$ cat config.mk
export PLATFORM = sky130hd
export DESIGN_NAME = mem_bus_arbiter
export DESIGN_NICKNAME = d
export VERILOG_FILES = /design/src/rtl/mem_bus_arbiter_pkg.sv /design/src/rtl/arb_grant_policy.sv /design/src/rtl/mem_bus_arbiter.sv
export SDC_FILE = /design/constraint.sdc
export NUM_CORES = 1
export LEC_CHECK = 0
export BUFFER_PORTS_ARGS = -buffer_cell sky130_fd_sc_hd__buf_4
export CORE_ASPECT_RATIO = 0.6
export CORE_MARGIN = 2
export CORE_UTILIZATION = 30
export DETAILED_ROUTE_END_ITERATION = 16
export MAX_ROUTING_LAYER = met4
export SETUP_SLACK_MARGIN = 0.15
export SLEW_MARGIN = 20
export SYNTH_ARGS = -nofsm -noshare
export SYNTH_HDL_FRONTEND = slang
export SYNTH_SLANG_ARGS = --single-unit
$ cat constraint.sdc
create_clock -name clk -period 5.7 [get_ports clk]
set_input_delay 0.855 -clock clk [delete_from_list [all_inputs] [get_ports clk]]
set_output_delay 0.855 -clock clk [all_outputs]
set_load 0.01 [all_outputs]
$ cat src/rtl/mem_bus_arbiter_pkg.sv
// Shared types and constants for the memory bus arbiter: FSM encoding,
// owner tags, response codes and the registered bus request record.
package mem_bus_arbiter_pkg;

  typedef enum logic [1:0] {
    ST_IDLE = 2'd0,
    ST_BUSY = 2'd1,
    ST_RESP = 2'd2
  } arb_state_e;

  typedef enum logic {
    OWNER_INST = 1'b0,
    OWNER_DATA = 1'b1
  } owner_e;

  localparam logic [1:0] SIZE_D       = 2'b11;
  localparam logic [1:0] RESP_OKAY    = 2'b00;
  localparam logic [1:0] RESP_TIMEOUT = 2'b10;

  // Wide enough for MAX_D_STREAK up to 15.
  localparam int STREAK_W = 4;

  typedef struct packed {
    logic        re;
    logic        we;
    logic [1:0]  size;
    logic [63:0] addr;
    logic [63:0] wdata;
    logic [7:0]  wmask;
  } bus_req_t;

  // Pick the 32-bit instruction out of a 64-bit beat.
  function automatic logic [31:0] word_sel(input logic [63:0] beat, input logic hi);
    return hi ? beat[63:32] : beat[31:0];
  endfunction

endpackage

$ cat src/rtl/arb_grant_policy.sv
// Fairness rule for the shared memory port: data wins by default, but a
// pending fetch is granted once data has won MAX_D_STREAK times in a row.
module arb_grant_policy
  import mem_bus_arbiter_pkg::*;
#(
  parameter int MAX_D_STREAK = 4
) (
  input  logic clk,
  input  logic rst,
  input  logic sample_en,
  input  logic inst_valid,
  input  logic data_valid,
  output logic grant_inst,
  output logic grant_data
);

  localparam logic [STREAK_W-1:0] STREAK_MAX = STREAK_W'(MAX_D_STREAK);
  localparam logic [STREAK_W-1:0] STREAK_SAT = '1;

  logic [STREAK_W-1:0] streak_q, streak_d;

  always_comb begin
    grant_inst = 1'b0;
    grant_data = 1'b0;
    streak_d   = streak_q;

    if (sample_en) begin
      if (data_valid && !(inst_valid && (streak_q >= STREAK_MAX))) begin
        grant_data = 1'b1;
      end else if (inst_valid) begin
        grant_inst = 1'b1;
      end
    end

    // The streak only measures data wins that actually held off a fetch.
    if (grant_inst) begin
      streak_d = '0;
    end else if (grant_data) begin
      if (!inst_valid) begin
        streak_d = '0;
      end else if (streak_q != STREAK_SAT) begin
        streak_d = streak_q + 1'b1;
      end
    end
  end

  always_ff @(posedge clk or negedge rst) begin
    if (!rst) begin
      streak_q <= '0;
    end else begin
      streak_q <= streak_d;
    end
  end

endmodule

$ cat src/rtl/mem_bus_arbiter.sv
// Registered arbiter for the core's single memory port: grants fetch or
// load/store, holds the bus request stable, and answers with a one-cycle ready.
module mem_bus_arbiter
  import mem_bus_arbiter_pkg::*;
#(
  parameter int MAX_D_STREAK = 4,
  parameter int TIMEOUT      = 1023
) (
  input  logic        clk,
  input  logic        rst,
  input  logic        inst_valid,
  input  logic [63:0] inst_addr,
  output logic        inst_ready,
  output logic [31:0] inst_rdata,
  output logic [1:0]  inst_resp,
  input  logic        data_valid,
  input  logic        data_we,
  input  logic [63:0] data_addr,
  input  logic [63:0] data_wdata,
  input  logic [7:0]  data_wmask,
  input  logic [1:0]  data_size,
  output logic        data_ready,
  output logic [63:0] data_rdata,
  output logic [1:0]  data_resp,
  output logic        bus_valid,
  input  logic        bus_ready,
  output logic        bus_read_enable,
  output logic        bus_write_enable,
  output logic [63:0] bus_addr,
  output logic [1:0]  bus_size,
  output logic [63:0] bus_wdata,
  output logic [7:0]  bus_wmask,
  input  logic [63:0] bus_rdata,
  input  logic [1:0]  bus_resp,
  output logic        busy,
  output logic [1:0]  dbg_state
);

  localparam int              WD_W     = (TIMEOUT > 1) ? $clog2(TIMEOUT + 1) : 1;
  localparam logic [WD_W-1:0] WD_LIMIT = WD_W'(TIMEOUT);
  localparam bit              WD_EN    = (TIMEOUT != 0);

  arb_state_e      state_q, state_d;
  owner_e          owner_q, owner_d;
  bus_req_t        req_q, req_d;
  logic            sel_hi_q, sel_hi_d;
  logic [WD_W-1:0] wdog_q, wdog_d, wdog_inc;
  logic [31:0]     inst_rdata_q, inst_rdata_d;
  logic [1:0]      inst_resp_q, inst_resp_d;
  logic [63:0]     data_rdata_q, data_rdata_d;
  logic [1:0]      data_resp_q, data_resp_d;

  logic            cap_en;
  logic [63:0]     cap_rdata;
  logic [1:0]      cap_resp;
  logic            grant_inst, grant_data;

  // The low fetch address bits never reach the bus; bit 2 is kept separately.
  logic            unused_addr_bits;
  assign unused_addr_bits = ^inst_addr[1:0];

  arb_grant_policy #(
    .MAX_D_STREAK(MAX_D_STREAK)
  ) u_policy (
    .clk       (clk),
    .rst       (rst),
    .sample_en (state_q == ST_IDLE),
    .inst_valid(inst_valid),
    .data_valid(data_valid),
    .grant_inst(grant_inst),
    .grant_data(grant_data)
  );

  always_comb begin
    state_d      = state_q;
    owner_d      = owner_q;
    req_d        = req_q;
    sel_hi_d     = sel_hi_q;
    wdog_d       = wdog_q;
    wdog_inc     = wdog_q + 1'b1;
    inst_rdata_d = inst_rdata_q;
    inst_resp_d  = inst_resp_q;
    data_rdata_d = data_rdata_q;
    data_resp_d  = data_resp_q;
    cap_en       = 1'b0;
    cap_rdata    = '0;
    cap_resp     = RESP_OKAY;

    case (state_q)
      ST_IDLE: begin
        if (grant_data) begin
          owner_d     = OWNER_DATA;
          req_d.re    = ~data_we;
          req_d.we    = data_we;
          req_d.size  = data_size;
          req_d.addr  = data_addr;
          req_d.wdata = data_wdata;
          req_d.wmask = data_wmask;
          wdog_d      = '0;
          state_d     = ST_BUSY;
        end else if (grant_inst) begin
          owner_d     = OWNER_INST;
          req_d.re    = 1'b1;
          req_d.we    = 1'b0;
          req_d.size  = SIZE_D;
          req_d.addr  = {inst_addr[63:3], 3'b000};
          req_d.wdata = '0;
          req_d.wmask = '0;
          sel_hi_d    = inst_addr[2];
          wdog_d      = '0;
          state_d     = ST_BUSY;
        end
      end
      ST_BUSY: begin
        // A completion in the expiry cycle still counts as a real response.
        if (bus_ready) begin
          cap_en    = 1'b1;
          cap_rdata = bus_rdata;
          cap_resp  = bus_resp;
          state_d   = ST_RESP;
        end else if (WD_EN && (wdog_inc == WD_LIMIT)) begin
          cap_en    = 1'b1;
          cap_rdata = '0;
          cap_resp  = RESP_TIMEOUT;
          state_d   = ST_RESP;
        end else if (WD_EN) begin
          wdog_d = wdog_inc;
        end
      end
      ST_RESP: begin
        state_d = ST_IDLE;
      end
      default: begin
        state_d = ST_IDLE;
      end
    endcase

    // Responses land in the owner's registers and persist until the next one.
    if (cap_en) begin
      if (owner_q == OWNER_INST) begin
        inst_rdata_d = word_sel(cap_rdata, sel_hi_q);
        inst_resp_d  = cap_resp;
      end else begin
        data_rdata_d = cap_rdata;
        data_resp_d  = cap_resp;
      end
    end
  end

  always_ff @(posedge clk or negedge rst) begin
    if (!rst) begin
      state_q      <= ST_IDLE;
      owner_q      <= OWNER_INST;
      req_q        <= '0;
      sel_hi_q     <= 1'b0;
      wdog_q       <= '0;
      inst_rdata_q <= '0;
      inst_resp_q  <= '0;
      data_rdata_q <= '0;
      data_resp_q  <= '0;
    end else begin
      state_q      <= state_d;
      owner_q      <= owner_d;
      req_q        <= req_d;
      sel_hi_q     <= sel_hi_d;
      wdog_q       <= wdog_d;
      inst_rdata_q <= inst_rdata_d;
      inst_resp_q  <= inst_resp_d;
      data_rdata_q <= data_rdata_d;
      data_resp_q  <= data_resp_d;
    end
  end

  // Ready is qualified by the live valid so a flushed requester gets no pulse.
  assign inst_ready       = (state_q == ST_RESP) && (owner_q == OWNER_INST) && inst_valid;
  assign data_ready       = (state_q == ST_RESP) && (owner_q == OWNER_DATA) && data_valid;
  assign inst_rdata       = inst_rdata_q;
  assign inst_resp        = inst_resp_q;
  assign data_rdata       = data_rdata_q;
  assign data_resp        = data_resp_q;

  assign bus_valid        = (state_q == ST_BUSY);
  assign bus_read_enable  = req_q.re;
  assign bus_write_enable = req_q.we;
  assign bus_addr         = req_q.addr;
  assign bus_size         = req_q.size;
  assign bus_wdata        = req_q.wdata;
  assign bus_wmask        = req_q.wmask;

  assign busy             = (state_q != ST_IDLE) || inst_valid || data_valid;
  assign dbg_state        = state_q;

endmodule
==> metrics.txt, run 1 <==
status complete, no violations; Detail Route Antenna Nets 0; ys async rst share between 90% and 100%; element type at the critical path start flop; RR Startpoint wdog_q[0]; initial antenna violation count 1; Fin. Hold Viols 0; fin cells 1848; Routed WL around 35 mm; die area 0.0360 mm^2; maximum clock path buffer count 3; DRC viols 0; CP max-delay cell a211oi_1; CP required 6130 ps; Pwr Total 0.00869 W; Fillers 3221; RD Place Congestion 0.848; reg2reg setup slack 2780 ps; Hold WS between 200 and 250 ps; Crit Path Class reg -> reg; Tot GR Track Use roughly 19%; CTS H-Tree Depth 1; syn nets about 1200; crit share post-route 51.2%; root buf cell clkbuf_16; Inst Count DP 1800; mapped cell area 0.0103 mm^2; Port Buffers 517; Layout area overhead 50.4%; CP Buf/Inv Count 0; Syn Inst Count 881; Worst R2R End wdog_q[9]; max_slew headroom 36.9%; Max VDD drop 0.304 mV; drt via density 4.88; post-synthesis sequential area ratio around 63%; PostCTS Resize Cnt 0; clock sinks 258; skew final 9.15 ps; CP peak stage delay ~750 ps; fin nets 1646; Yosys reg bits roughly 260; minimum clock period 2920 ps; starting density of the core 30.5%; aggregate negative setup slack 0 ps; Crit Path Max Fanout 8; detailed-placement wirelength estimate roughly 24 mm; first-pass GRT wire length 54.1 mm; WL per Instance 19.1 um; Die Y-Extent 148 um; Clk pin slew, worst setup/hold paths 70 ps; # IOs 520; gr ovfl total 0; via count 9016; Leakage 7.66 nW; Num CTS Buffers 26; Yosys cell types 42; YS warnings 0; largest net degree at the start of global routing between 100 and 150; Reg area 0.00646 mm^2; Cell Rows 52; endpoints failing setup 0; Multi-input gate area 0.00358 mm^2; TritonRoute pass-1 iters 5; Post-CTS Hold Fix Bufs 0; Post-synth EDFFs 0; worst-skew pair later-pin latency 550 ps; pwr dens 559 mW/mm^2; Mean Syn Cell Area 11.7 um^2; share of cells above drive strength 1 42.0%; postcts setup bufs 0; max-cap violations 0; area of the core between 0.03 and 0.04 mm^2; WP data arrival between 3000 and 4000 ps; Slew @ Worst Pin between 900 and 1000 ps; CTS tree yes; Die Width 244 um; Setup crit end kind flop; final-report max-slew violation count 0; Hold Path Class in -> async; dominant synthesized flop cell dfrtp_1; FMAX 343 MHz; vias in the first global route 8927; RSZ-0062 raised after global routing false; CP top delay family compound AO/OA/AOI/OAI gates; reg2reg path depth 7; drt initial violations 559; CP Cell Sequence ha_1, and3_1, a41oi_1, a31oi_1, a211oi_1, nor2_1, a221o_1
==> cells in the final DEF (no fill, tap or decap), drive strengths merged, types with 9 or more instances in the layout <==
cell type	n
a21oi	9
mux2i	32
nor2	72
nand2	131
a31oi	64
o21ai	9
nand3	11
a22o	140
buf	529
dfrtp	258
clkbuf	38
o2bb2ai	33
==> Yosys cell counts, types with 6 or more instances <==
| cell type | n | area share, % |
|---|---|---|
| a22o_1 | 140 | 12 |
| clkbuf_1 | 58 | 2.1 |
| and3_1 | 6 | 0.36 |
| a31oi_1 | 64 | 3.9 |
| nor2_1 | 72 | 2.6 |
| nand3_1 | 10 | 0.48 |
| dfrtp_1 | 258 | 63 |
| nand2_1 | 131 | 4.8 |
| o21ai_0 | 8 | 0.39 |
| o2bb2ai_1 | 33 | 2.8 |
| a21oi_1 | 9 | 0.44 |
| mux2i_1 | 32 | 3.1 |
| buf_6 | 6 | 0.65 |
==> worst register-to-register path: stages (launching register included) <==
cell      delay, ps
dfrtp_1         460
ha_1            300
and3_1          250
a41oi_1         220
a31oi_1         100
a211oi_1        750
nor2_1          310
a221o_1         410
==> registers in the layout (all words and copies together), names as in the netlist, 2 cells and up <==
register / count
u_policy.streak_q: 4
inst_rdata: 32
data_rdata: 64
bus_wdata: 64
data_resp: 2
bus_wmask: 8
dbg_state: 2
wdog_q: 10
bus_size: 2
bus_addr: 64
inst_resp: 2
==> per-stage QoR <==
stage          setup WS, ps  util [%]  cell area, um^2
2_1_floorplan          3310         -            10300
3_3_place_gp           2660      43.2            14600
3_5_place_dp           2670      43.2            14600
4_1_cts                2760      45.9            15500
5_1_grt                2550      45.9            15500
6_report               2780      45.9            15500
==> logic make-up after synthesis <==
family          Yosys count  synth area share (%)
flops                   258                  62.5
compound gates          274                  21.2
mux                      33                  3.21
simple gates            236                  9.41
xor+xnor                  2                 0.170
buf+inv                  75                  3.16
fa+ha+maj                 3                 0.363
==> layout make-up <==
type	count	share of cell area (%)
timing repair buffer	529	25.7
sequential	258	41.6
inverter	6	0.145
clock buffer	38	5.00
multi-input combinational	548	23.1
antenna	1	0.0161
clock inverter	9	0.797
tap	459	3.70
==> worst max path at each step <==
stage / start / end / depth (start not counted)
2_1_floorplan: wdog_q[0] / wdog_q[6] / 7
3_3_place_gp: inst_valid / bus_read_enable / 5
3_5_place_dp: inst_valid / bus_wdata[53] / 5
4_1_cts: wdog_q[0] / wdog_q[8] / 7
5_1_grt: wdog_q[0] / wdog_q[8] / 7
6_report: wdog_q[0] / wdog_q[9] / 7
==> report_power, final <==
part,internal (W),leakage (nW),switching (W)
registers,0.00264,3.17,0.000482
clock network,0.00108,0.448,0.000763
logic,0.00185,4.04,0.00188
total,0.00557,7.66,0.00312
==> layer usage <==
layer | up-vias | GRT usage, % | wire length [um]
met5 | - | - | 0
met4 | 0 | 4.39 | 796
met3 | 41 | 4.63 | 2150
met2 | 286 | 29.9 | 16600
met1 | 4472 | 26.3 | 15700
li1 | 4217 | - | -
Note: power is estimated with default switching activity, not from simulation.
==> run 2, diff against run 1 <==
--- a/config.mk
+++ b/config.mk
@@ -5,6 +5,7 @@
 export SDC_FILE = /design/constraint.sdc
 export NUM_CORES = 1
 export LEC_CHECK = 0
+export ABC_AREA = 1
 export BUFFER_PORTS_ARGS = -buffer_cell sky130_fd_sc_hd__buf_4
 export CORE_ASPECT_RATIO = 0.6
 export CORE_MARGIN = 2
==> constraint.sdc (replaced) <==
create_clock -name clk -period 2.95 [get_ports clk]
set_input_delay 0.4425 -clock clk [delete_from_list [all_inputs] [get_ports clk]]
set_output_delay 0.4425 -clock clk [all_outputs]
set_load 0.01 [all_outputs]
==> run 2 against run 1 <==
Clock power is 90% higher. Utilization decreased by 0.94 points. Design area rose by 5.4%. First-iteration DRC count is 50% higher. Area after synthesis grew 7.7%. Total power is 94% higher. Non-clock buffer count increased by 16. Combinational power rose by 100%. Global-route usage rose by 2.2 points. Critical path type unchanged. Critical endpoint is now data_rdata[36].
==> metrics.txt, run 2 <==
die area between 0.03 and 0.04 mm^2; FMAX between 400 and 500 MHz; element type at the critical path start flop; WL per Instance just under 20 um; dominant synthesized flop cell dfrtp_1; final-report max-slew violation count 0; WP data arrival ~2900 ps; aggregate negative setup slack 0 ps; Detail Route Antenna Nets 0; switching power 0.00663 W; syn nets 1499; Synth area leader dfrtp_1; top post-synthesis cells by area dfrtp_1 (58%), nand2_1 (12%), a22o_1 (5.9%), nand4_1 (5.7%), nand3_1 (3.9%); worst-skew pair later-pin latency 550 ps; Multi-input gate area a little over 0.004 mm^2; Pint 0.0103 W; Tot GR Track Use 21.7%; final worst slack between 400 and 500 ps; Cell Rows 54; detailed-placement wirelength estimate 29.7 mm; Post-synth EDFFs 0; Clk pin slew, worst setup/hold paths 70 ps; wire length on met2 20.3 mm; max-cap violations 0; Reg area around 0.0065 mm^2; starting density of the core 30.5%; drt via density 4.98; CTS tree yes; RSZ-0062 raised after global routing false; Yosys top cell area share 58.1%; top routing layer in use met4; Syn Inst Count around 1200; RD Place Congestion 0.902; clock sinks around 260; initial antenna violation count 0; pre-CTS WS 445 ps; Slew @ Worst Pin slightly above 800 ps; area of the core 0.0364 mm^2; switching part of the total 39.3%; fin cells 2193; crit share post-route 83.4%; gr ovfl total 0; minimum clock period 2460 ps; vias in the first global route 10700; ant diodes 0; endpoints failing setup 0; Max VDD drop 0.463 mV; ys async rst share 100%; Yosys reg bits roughly 260; Setup crit end kind flop; mapped cell area 0.0111 mm^2; root buf cell clkbuf_16; status complete, no violations; CTS H-Tree Depth 1; maximum clock path buffer count 3; part of the power in registers 34.9%; YS warnings 0; top cells by count, synth nand2_1 (345), dfrtp_1 (258), nand4_1 (101), nand3_1 (86), nor2_1 (82); fin nets 1974; drt initial violations 841; Inst Count DP 2142; CP required ~3400 ps; Die Width 253 um; via count between 10000 and 15000; Die Y-Extent 153 um; Crit Path Class reg -> reg; max_slew headroom 45.5%; # IOs between 500 and 600; commonest non-fill, non-tap cell in the layout buf_4; skew final 21.8 ps; Crit Path Max Fanout 44; Comb power frac between 40% and 50%; TritonRoute pass-1 iters 5; DRC viols 0; Leakage 8.47 nW; Layout area overhead 47.3%; postcts setup bufs 0; first-pass GRT wire length 64.5 mm; Routed WL ~42 mm; Met1 Wirelength 19.0 mm; post-synthesis sequential area ratio 58.1%; largest net degree at the start of global routing ~140; commonest cells after routing, fill and taps aside buf_4 (536), nand2_1 (344), dfrtp_1 (257); most frequent cell after synthesis nand2_1; Fin. Hold Viols 0; metal3 WL 2.05 mm; Mean Syn Cell Area 9.10 um^2; Port Buffers 517; Fillers ~3600; Num CTS Buffers 28; pwr dens 1030 mW/mm^2; Hold Path Class in -> reg; Yosys cell types 25; share of cells above drive strength 1 35.2%; clock power share 20.7%
run 2: cell types whose count changed in the layout (fill, tap and decap cells not counted), moves of 5 or more:
| cell | change |
|---|---|
| buf_12 | +5 |
| a22o_1 | -65 |
| o21ai_0 | +57 |
| nor2_1 | +11 |
| a31oi_1 | -64 |
| and3_1 | -5 |
| a21oi_1 | +55 |
| inv_1 | +15 |
| nand3_1 | +77 |
| mux2i_1 | -32 |
| nand4_1 | +99 |
| o2bb2ai_1 | -33 |
| buf_4 | +9 |
| nand2_1 | +213 |
run 2: kinds of logic (layout without fill, tap and decap cells):
kind of cell / count (synthesis) / after routing / synth area share [%]
flip-flops: 258 / 258 / 58.1
buffers and inverters: 124 / 619 / 4.76
AO/OA/AOI/OAI: 209 / 209 / 12.0
adder cells (fa/ha/maj): 3 / 3 / 0.338
AND/OR/NAND/NOR: 628 / 628 / 24.8
run 2: timing repair:
action,4_1_cts,5_1_grt
gates resized for setup,0,1
hold buffers,1,0
setup endpoints to repair,0,8
endpoints found under the hold margin,57,0
run 2: layer usage:
metal  vias to the layer above  global-route usage (%)
met4                         0                    5.38
met2                       348                    33.9
met5                         -                       -
met3                        65                    3.00
met1                      5370                    29.8
li1                       5136                       -
run 2: path summary, 6_finish.rpt:
kind / startpoint / cells past startpoint / endpoint / slack [ps]
worst min-delay path: data_wdata[33] / 2 / bus_wdata[33] / 100
worst max-delay path: wdog_q[1] / 14 / data_rdata[36] / 490
worst min register to register: data_rdata[60] / 2 / data_rdata[60] / 470
max in group asynchronous: rst / 3 / bus_addr[52] / 1720
worst max register to register: wdog_q[1] / 14 / data_rdata[36] / 490
min in group asynchronous: rst / 2 / bus_addr[17] / 410
run 2: area by class of cell:
class / instances / area share (%)
inverter: 24 / 0.550
clock inverter: 9 / 0.489
clock buffer: 41 / 5.01
sequential: 258 / 39.4
timing repair buffer: 545 / 25.5
multi-input combinational: 840 / 25.4
tap: 476 / 3.64
run 2: critical path, stage by stage, from the launching register on:
cell     delay (ps)
dfrtp_1         410
ha_1            190
nand2_1         130
nor2_2          160
nand2_1          70
nand2_1          50
nand2_1          60
nor2_1          150
nand4_1         180
nand2_2         170
buf_4           230
nand3_2         100
buf_6           260
nand2_1         110
nand2_1          50
run 2: power groups by stage:
stage | logic (W) | registers [W] | clock network [W]
floorplan | 0.00302 | 0.00648 | 0
global placement | 0.00748 | 0.00587 | 0
detailed placement | 0.00757 | 0.00592 | 0
CTS | 0.00759 | 0.00588 | 0.00360
global route | 0.00814 | 0.00606 | 0.00372
finish | 0.00750 | 0.00589 | 0.00349
run 2: metrics by stage:
stage          hold WS, ps  total power (W)  util, %  cell area [um^2]
2_1_floorplan          147          0.00950        -             11100
3_3_place_gp           435           0.0134     42.5             15500
3_5_place_dp           425           0.0135     42.5             15500
4_1_cts               69.9           0.0171     45.0             16400
5_1_grt               81.4           0.0179     45.0             16400
6_report               105           0.0169     45.0             16400
